[config.mk]
export PLATFORM = sky130hd
export DESIGN_NAME = uart_tx_flat
export DESIGN_NICKNAME = d
export VERILOG_FILES = /design/src/rtl/uart_pkg.sv /design/src/rtl/uart_tx_if.sv /design/src/rtl/uart_tx_fifo.sv /design/src/rtl/uart_tx.sv /design/src/flat_wrapper.sv
export SDC_FILE = /design/constraint.sdc
export NUM_CORES = 1
export LEC_CHECK = 0
export ABC_AREA = 1
export BUFFER_PORTS_ARGS = -buffer_cell sky130_fd_sc_hd__buf_2
export CAP_MARGIN = 15
export CORE_AREA = 2 2 78 80
export DETAILED_ROUTE_END_ITERATION = 10
export DIE_AREA = 0 0 80 82
export PLACE_DENSITY_LB_ADDON = 0.08
export SYNTH_ARGS = -nofsm -noshare
export SYNTH_HDL_FRONTEND = slang
export SYNTH_SLANG_ARGS = --single-unit
[constraint.sdc]
create_clock -name clk -period 2.1 [get_ports clk]
set_input_delay 0.21 -clock clk [delete_from_list [all_inputs] [get_ports clk]]
set_output_delay 0.21 -clock clk [all_outputs]
set_load 0.05 [all_outputs]
[src/rtl/uart_pkg.sv]
// Shared UART definitions: default clocking, FSM state encodings, parity modes
// and a parity helper used by the transmitter and its companion receiver.
package uart_pkg;

  localparam int DEFAULT_CLK_FREQ  = 50000000;
  localparam int DEFAULT_BAUD_RATE = 115200;

  localparam logic [2:0] ST_IDLE   = 3'd0;
  localparam logic [2:0] ST_START  = 3'd1;
  localparam logic [2:0] ST_DATA   = 3'd2;
  localparam logic [2:0] ST_PARITY = 3'd3;
  localparam logic [2:0] ST_STOP   = 3'd4;

  localparam int PARITY_NONE = 0;
  localparam int PARITY_EVEN = 1;
  localparam int PARITY_ODD  = 2;

  // Even mode returns the XOR of the data; odd mode returns its complement.
  function automatic logic parity_bit(input logic [7:0] data, input int mode);
    logic p;
    p = ^data;
    case (mode)
      PARITY_ODD: parity_bit = ~p;
      default:    parity_bit = p;
    endcase
  endfunction

endpackage

[src/rtl/uart_tx_if.sv]
// Byte-stream valid/ready handshake feeding the UART transmitter.
interface uart_tx_if;

  logic [7:0] tx_data;
  logic       tx_valid;
  logic       tx_ready;

  modport master (output tx_data, output tx_valid, input tx_ready);
  modport slave  (input tx_data, input tx_valid, output tx_ready);

endinterface

[src/rtl/uart_tx_fifo.sv]
// Small synchronous byte FIFO; dout presents the head entry while not empty.
module uart_tx_fifo #(
  parameter int DEPTH = 4
) (
  input  logic                     clk,
  input  logic                     rst_n,
  input  logic                     push,
  input  logic                     pop,
  input  logic [7:0]               din,
  output logic [7:0]               dout,
  output logic [$clog2(DEPTH):0]   count,
  output logic                     full,
  output logic                     empty
);

  localparam int PTR_W = $clog2(DEPTH);
  localparam logic [PTR_W-1:0] PTR_ONE  = PTR_W'(1);
  localparam logic [PTR_W:0]   CNT_ONE  = (PTR_W+1)'(1);
  localparam logic [PTR_W:0]   CNT_FULL = (PTR_W+1)'(DEPTH);

  logic [7:0]       mem_r [DEPTH];
  logic [PTR_W-1:0] wr_ptr_r;
  logic [PTR_W-1:0] rd_ptr_r;
  logic [PTR_W:0]   count_r;
  logic             push_s;
  logic             pop_s;

  assign full   = (count_r == CNT_FULL);
  assign empty  = (count_r == '0);
  assign count  = count_r;
  assign dout   = mem_r[rd_ptr_r];
  assign push_s = push & ~full;
  assign pop_s  = pop & ~empty;

  // Storage array; contents are don't-care until written, so no reset.
  always_ff @(posedge clk) begin
    if (push_s) begin
      mem_r[wr_ptr_r] <= din;
    end
  end

  // Pointer and occupancy bookkeeping; simultaneous push and pop leave count unchanged.
  always_ff @(posedge clk) begin
    if (!rst_n) begin
      wr_ptr_r <= '0;
      rd_ptr_r <= '0;
      count_r  <= '0;
    end else begin
      if (push_s) begin
        wr_ptr_r <= wr_ptr_r + PTR_ONE;
      end
      if (pop_s) begin
        rd_ptr_r <= rd_ptr_r + PTR_ONE;
      end
      case ({push_s, pop_s})
        2'b10:   count_r <= count_r + CNT_ONE;
        2'b01:   count_r <= count_r - CNT_ONE;
        default: count_r <= count_r;
      endcase
    end
  end

endmodule

[src/rtl/uart_tx.sv]
// UART transmitter: buffered bytes are framed as start, 8 data bits LSB first,
// optional parity and stop, sent back-to-back while the FIFO holds data.
module uart_tx
  import uart_pkg::*;
#(
  parameter int CLK_FREQ     = DEFAULT_CLK_FREQ,
  parameter int BAUD_RATE    = DEFAULT_BAUD_RATE,
  parameter int CLKS_PER_BIT = CLK_FREQ / BAUD_RATE,
  parameter int FIFO_DEPTH   = 4,
  parameter int PARITY       = PARITY_NONE
) (
  input  logic                          clk,
  input  logic                          rst_n,
  uart_tx_if.slave                      bus,
  output logic                          tx,
  output logic                          tx_busy,
  output logic [$clog2(FIFO_DEPTH):0]   fifo_count
);

  localparam int CNT_W = $clog2(CLKS_PER_BIT);
  localparam logic [CNT_W-1:0] CNT_ONE  = CNT_W'(1);
  localparam logic [CNT_W-1:0] CNT_LAST = CNT_W'(CLKS_PER_BIT - 1);

  logic [2:0]       state_r;
  logic [CNT_W-1:0] bit_cnt_r;
  logic [2:0]       bit_idx_r;
  logic [7:0]       shift_r;
  logic             par_r;
  logic             tx_r;

  logic [7:0]       fifo_dout_s;
  logic             fifo_full_s;
  logic             fifo_empty_s;
  logic             fifo_pop_s;
  logic             bit_last_s;

  uart_tx_fifo #(
    .DEPTH (FIFO_DEPTH)
  ) u_fifo (
    .clk   (clk),
    .rst_n (rst_n),
    .push  (bus.tx_valid),
    .pop   (fifo_pop_s),
    .din   (bus.tx_data),
    .dout  (fifo_dout_s),
    .count (fifo_count),
    .full  (fifo_full_s),
    .empty (fifo_empty_s)
  );

  assign bus.tx_ready = ~fifo_full_s;
  assign tx           = tx_r;
  assign tx_busy      = (state_r != ST_IDLE);
  assign bit_last_s   = (bit_cnt_r == CNT_LAST);

  // Head byte is taken when idle or on the last stop cycle, so frames abut.
  always_comb begin
    fifo_pop_s = 1'b0;
    if (!fifo_empty_s && ((state_r == ST_IDLE) || ((state_r == ST_STOP) && bit_last_s))) begin
      fifo_pop_s = 1'b1;
    end else begin
      fifo_pop_s = 1'b0;
    end
  end

  // Framing FSM; tx is updated one cycle ahead so each bit lasts exactly CLKS_PER_BIT.
  always_ff @(posedge clk) begin
    if (!rst_n) begin
      state_r   <= ST_IDLE;
      bit_cnt_r <= '0;
      bit_idx_r <= 3'd0;
      shift_r   <= 8'h00;
      par_r     <= 1'b0;
      tx_r      <= 1'b1;
    end else begin
      case (state_r)
        ST_IDLE: begin
          tx_r <= 1'b1;
          if (fifo_pop_s) begin
            shift_r   <= fifo_dout_s;
            par_r     <= parity_bit(fifo_dout_s, PARITY);
            bit_cnt_r <= '0;
            bit_idx_r <= 3'd0;
            tx_r      <= 1'b0;
            state_r   <= ST_START;
          end
        end
        ST_START: begin
          if (bit_last_s) begin
            bit_cnt_r <= '0;
            tx_r      <= shift_r[0];
            state_r   <= ST_DATA;
          end else begin
            bit_cnt_r <= bit_cnt_r + CNT_ONE;
          end
        end
        ST_DATA: begin
          if (bit_last_s) begin
            bit_cnt_r <= '0;
            if (bit_idx_r == 3'd7) begin
              if (PARITY != PARITY_NONE) begin
                tx_r    <= par_r;
                state_r <= ST_PARITY;
              end else begin
                tx_r    <= 1'b1;
                state_r <= ST_STOP;
              end
            end else begin
              bit_idx_r <= bit_idx_r + 3'd1;
              tx_r      <= shift_r[1];
              shift_r   <= {1'b0, shift_r[7:1]};
            end
          end else begin
            bit_cnt_r <= bit_cnt_r + CNT_ONE;
          end
        end
        ST_PARITY: begin
          if (bit_last_s) begin
            bit_cnt_r <= '0;
            tx_r      <= 1'b1;
            state_r   <= ST_STOP;
          end else begin
            bit_cnt_r <= bit_cnt_r + CNT_ONE;
          end
        end
        ST_STOP: begin
          if (bit_last_s) begin
            bit_cnt_r <= '0;
            if (fifo_pop_s) begin
              shift_r   <= fifo_dout_s;
              par_r     <= parity_bit(fifo_dout_s, PARITY);
              bit_idx_r <= 3'd0;
              tx_r      <= 1'b0;
              state_r   <= ST_START;
            end else begin
              tx_r    <= 1'b1;
              state_r <= ST_IDLE;
            end
          end else begin
            bit_cnt_r <= bit_cnt_r + CNT_ONE;
          end
        end
        default: begin
          state_r   <= ST_IDLE;
          bit_cnt_r <= '0;
          tx_r      <= 1'b1;
        end
      endcase
    end
  end

endmodule
[src/flat_wrapper.sv]
// flat-port wrapper written by rule: the top's interface ports become plain ports
module uart_tx_flat import uart_pkg::*;
#(
  parameter int CLK_FREQ     = DEFAULT_CLK_FREQ,
  parameter int BAUD_RATE    = DEFAULT_BAUD_RATE,
  parameter int CLKS_PER_BIT = CLK_FREQ / BAUD_RATE,
  parameter int FIFO_DEPTH   = 4,
  parameter int PARITY       = PARITY_NONE
)
  (clk, rst_n, tx, tx_busy, fifo_count, bus_tx_data, bus_tx_valid, bus_tx_ready);
  uart_tx_if bus_i ();
  input  logic clk;
  input  logic rst_n;
  output logic tx;
  output logic tx_busy;
  output logic [$clog2(FIFO_DEPTH):0] fifo_count;
  input wire logic [$bits(bus_i.tx_data)-1:0] bus_tx_data;
  input wire logic [$bits(bus_i.tx_valid)-1:0] bus_tx_valid;
  output wire logic [$bits(bus_i.tx_ready)-1:0] bus_tx_ready;
  assign bus_i.tx_data = bus_tx_data;
  assign bus_i.tx_valid = bus_tx_valid;
  assign bus_tx_ready = bus_i.tx_ready;
  uart_tx #(.CLK_FREQ(CLK_FREQ), .BAUD_RATE(BAUD_RATE), .CLKS_PER_BIT(CLKS_PER_BIT), .FIFO_DEPTH(FIFO_DEPTH), .PARITY(PARITY)) u_core (.clk(clk), .rst_n(rst_n), .bus(bus_i), .tx(tx), .tx_busy(tx_busy), .fifo_count(fifo_count));
endmodule
==> results.yml <==
run_status:
  outcome: "complete, no violations"
setup_path:
  cp.required_ps: 2330
  start_kind: "flop"
  r2r_end: "u_core.u_fifo.count[2]$_SDFFE_PN0P_"
  rrSetupSlack_ps: 150
  cp_max_fo: 3
  cp-startpoint: "u_core.bit_cnt_r[1]$_SDFFE_PN0N_"
  ff2ff_path_depth: 15
  worstSetupPathType: "reg2reg"
  rr_startpoint: "u_core.bit_cnt_r[1]$_SDFFE_PN0N_"
  worstPathArrival_ps: 2180
  cp-end-kind: "flop"
synthesis:
  synth_cells: 356
  synth_top_flop_cell: "dfxtp_1"
  synth_seq_cells: 65
  syn_nets: 377
  synth.yosys.seq_area_share: 0.538
  ys_async_sr_fraction: 0
  syn_area_mm2: 0.00301
  synth_area_per_cell_um2: 8.46
  ys_warn_count: 0
  ys_types: 26
  synth_edf_count: 32
clock_network:
  cts_buffers: 9
  h-tree-depth: 3
  cts_tree: "built"
  clkTransAtPathRegs_ps: 80
  cts.sinks: 65
  clk_latency_ps: 340
  hold_buffers: 0
  clockBufferDepth: 2
  cts-root-buf: "clkbuf_8"
finish:
  n_antenna_cell: 0
  fin_nets: 416
  final_cell_mix: "nand2_1 (92), nand3_1 (41), nor2_1 (35)"
  post-route-util: 0.628
  layout.cells.most_common: "nand2_1"
  design_area_mm2: 0.00361
  area_delta_synth_final_pct: 19.8
  fillCellCount: 494
  drive_above_1_share: 0.225
pwr:
  switchingPower_w: 0.00207
  internal_power_w: 0.00315
  total_leakage_power_nw: 1.55
  pwr-share-seq: 0.334
  ir_drop_v: 0.000841
  swShare: 0.397
  power_per_cell_area_mw_per_mm2: 1450
  combPwrFrac: 0.419
  p_clk_frac: 0.247
hold_path:
  holdPathEnd: "u_core.u_fifo.mem_r[1][7]$_DFFE_PP_"
  min_from: "bus_tx_data[7]"
  hold_depth: 1
  hold_path.class: "in2reg"
route:
  drt_first_pass_iters: 5
  postRouteWirelength_um: 5930
  antenna_left: 0
  drc: 0
  vias: 2370
  wl_per_cell_um: 12.5
  drt_iter0_markers: 199
  vias_per_cell: 4.99
grt:
  overflow: 0
  grt_pass1_wl_um: 9740
  top_usage_layer: "met2"
  met3_usage: 0.0560
  antenna_found_initial: 0
  grt_max_degree: 21
  grtUsageTotal: 0.200
  met2_usage: 0.346
  first_global_vias: 2120
  use_met1: 0.237
floorplanning:
  start_util: 0.524
  core_area_mm2: 0.00575
  dieArea_mm2: 0.00656
  die_w_um: 80
  die_h_um: 82
  ios: 17
  num_rows: 28
timing:
  rsz0062_at_grt: "no"
  slew_headroom: 0.666
  worstMarginPinSlew_ps: 501
  finalClockSkew_ps: 10.6
  final_max_slew_viol_count: 0
  finalHoldViolations: 0
  period_needed_ps: 1950
  setup_viol: 0
  max_freq_mhz: 513
  min_period_over_period: 0.927
run:
  drv_cap: 0
placed_design:
  io_buffers: 16
  place_hpwl_um: 3970
  place_area_mm2: 0.00329
  place_congestion: 0.859
metrics by stage:
| stage | hold slack (ps) | total power (W) | TNS (ps) | std cells | setup slack (ps) |
|---|---|---|---|---|---|
| 2_1_floorplan | 309 | 0.00331 | 0 | 356 | 12.6 |
| 3_3_place_gp | 422 | 0.00378 | 0 | 455 | 35.2 |
| 3_5_place_dp | 425 | 0.00380 | -13.5 | 455 | -13.5 |
| 4_1_cts | 73.1 | 0.00509 | 0 | 471 | 12.5 |
| 5_1_grt | 68.6 | 0.00560 | 0 | 475 | 19.3 |
| 6_report | 79.5 | 0.00522 | 0 | 475 | 153 |
flip-flops by register name (all words and copies together), names as in the netlist, named ones only:
name and count:
u_core.state_r 3, u_core.u_fifo.wr_ptr_r 2, u_core.bit_idx_r 3, u_core.tx 1, u_core.bit_cnt_r 9, u_core.u_fifo.rd_ptr_r 2
u_core.shift_r 8, u_core.u_fifo.mem_r 32, u_core.u_fifo.count 3
critical path, cell delays in order (launching register included):
cell and delay (ps):
dfxtp_2 330, inv_2 50, ha_4 120, nand2_2 50
nor2_2 110, nand2_2 70, nand2_2 70, nand2_2 60
inv_2 70, ha_4 130, inv_4 40, fa_2 360
a21oi_2 110, o21ai_1 80, o21ai_1 130, a21oi_1 50
synth_stat cells (2+ instances only):
library cell / instances / share of area
inv_2: 3 / 0.0037
buf_6: 2 / 0.0075
a21oi_1: 23 / 0.038
nor2_1: 37 / 0.046
buf_2: 3 / 0.0050
inv_1: 37 / 0.046
nor2_4: 2 / 0.0075
nand2_1: 96 / 0.12
edfxtp_1: 32 / 0.32
nand3_1: 42 / 0.070
nor3_1: 4 / 0.0066
xor2_1: 2 / 0.0058
clkbuf_1: 4 / 0.0050
ha_1: 9 / 0.037
nand2_2: 6 / 0.012
o21ai_0: 11 / 0.018
o21a_1: 2 / 0.0050
dfxtp_1: 33 / 0.22
repair_timing:
item                       4_1_cts  5_1_grt
setup endpoints to repair        1        1
buffers inserted                 0        4
pin swaps                        1        4
gates resized for setup          1       18
area by class of cell:
| class | count | area [µm²] | share of cell area |
|---|---|---|---|
| Multi-Input combinational cell | 241 | 1240 | 0.344 |
| Clock buffer | 9 | 124 | 0.0343 |
| Inverter | 40 | 153 | 0.0423 |
| Sequential cell | 65 | 1640 | 0.453 |
| Tap cell | 75 | 93.8 | 0.0260 |
| Timing Repair Buffer | 38 | 245 | 0.0679 |
| Clock inverter | 7 | 119 | 0.0329 |
power by group through the flow:
| stage | registers, W | logic, W | clock network, W |
|---|---|---|---|
| after floorplan | 0.00185 | 0.00146 | 0 |
| after global placement | 0.00175 | 0.00203 | 0 |
| after detailed placement | 0.00176 | 0.00204 | 0 |
| after CTS | 0.00173 | 0.00206 | 0.00130 |
| after global routing | 0.00177 | 0.00247 | 0.00136 |
| final | 0.00174 | 0.00219 | 0.00129 |
how the worst max path moves through the flow:
| stage | end | slack, ps |
|---|---|---|
| global route | u_core.u_fifo.count[2]$_SDFFE_PN0P_ | 20 |
| finish | u_core.u_fifo.count[2]$_SDFFE_PN0P_ | 150 |
| global placement | u_core.u_fifo.count[2]$_SDFFE_PN0P_ | 40 |
| detailed placement | u_core.u_fifo.count[2]$_SDFFE_PN0P_ | -10 |
| CTS | u_core.u_fifo.count[2]$_SDFFE_PN0P_ | 10 |
| floorplan | u_core.u_fifo.count[2]$_SDFFE_PN0P_ | 10 |
kinds of logic after synthesis:
kind of cell	after synthesis	share of synthesized area
compound gates	38	0.0689
xor+xnor	2	0.00582
fa+ha+maj	10	0.0440
buf+inv	50	0.0698
flops	65	0.538
simple gates	191	0.273
routing by layer:
layer,wire length [µm],up-vias
met2,2980,39
met1,2650,1085
li1,-,1237
met5,0,-
met4,91,0
met3,210,9
(Power assumes the default switching activity.)
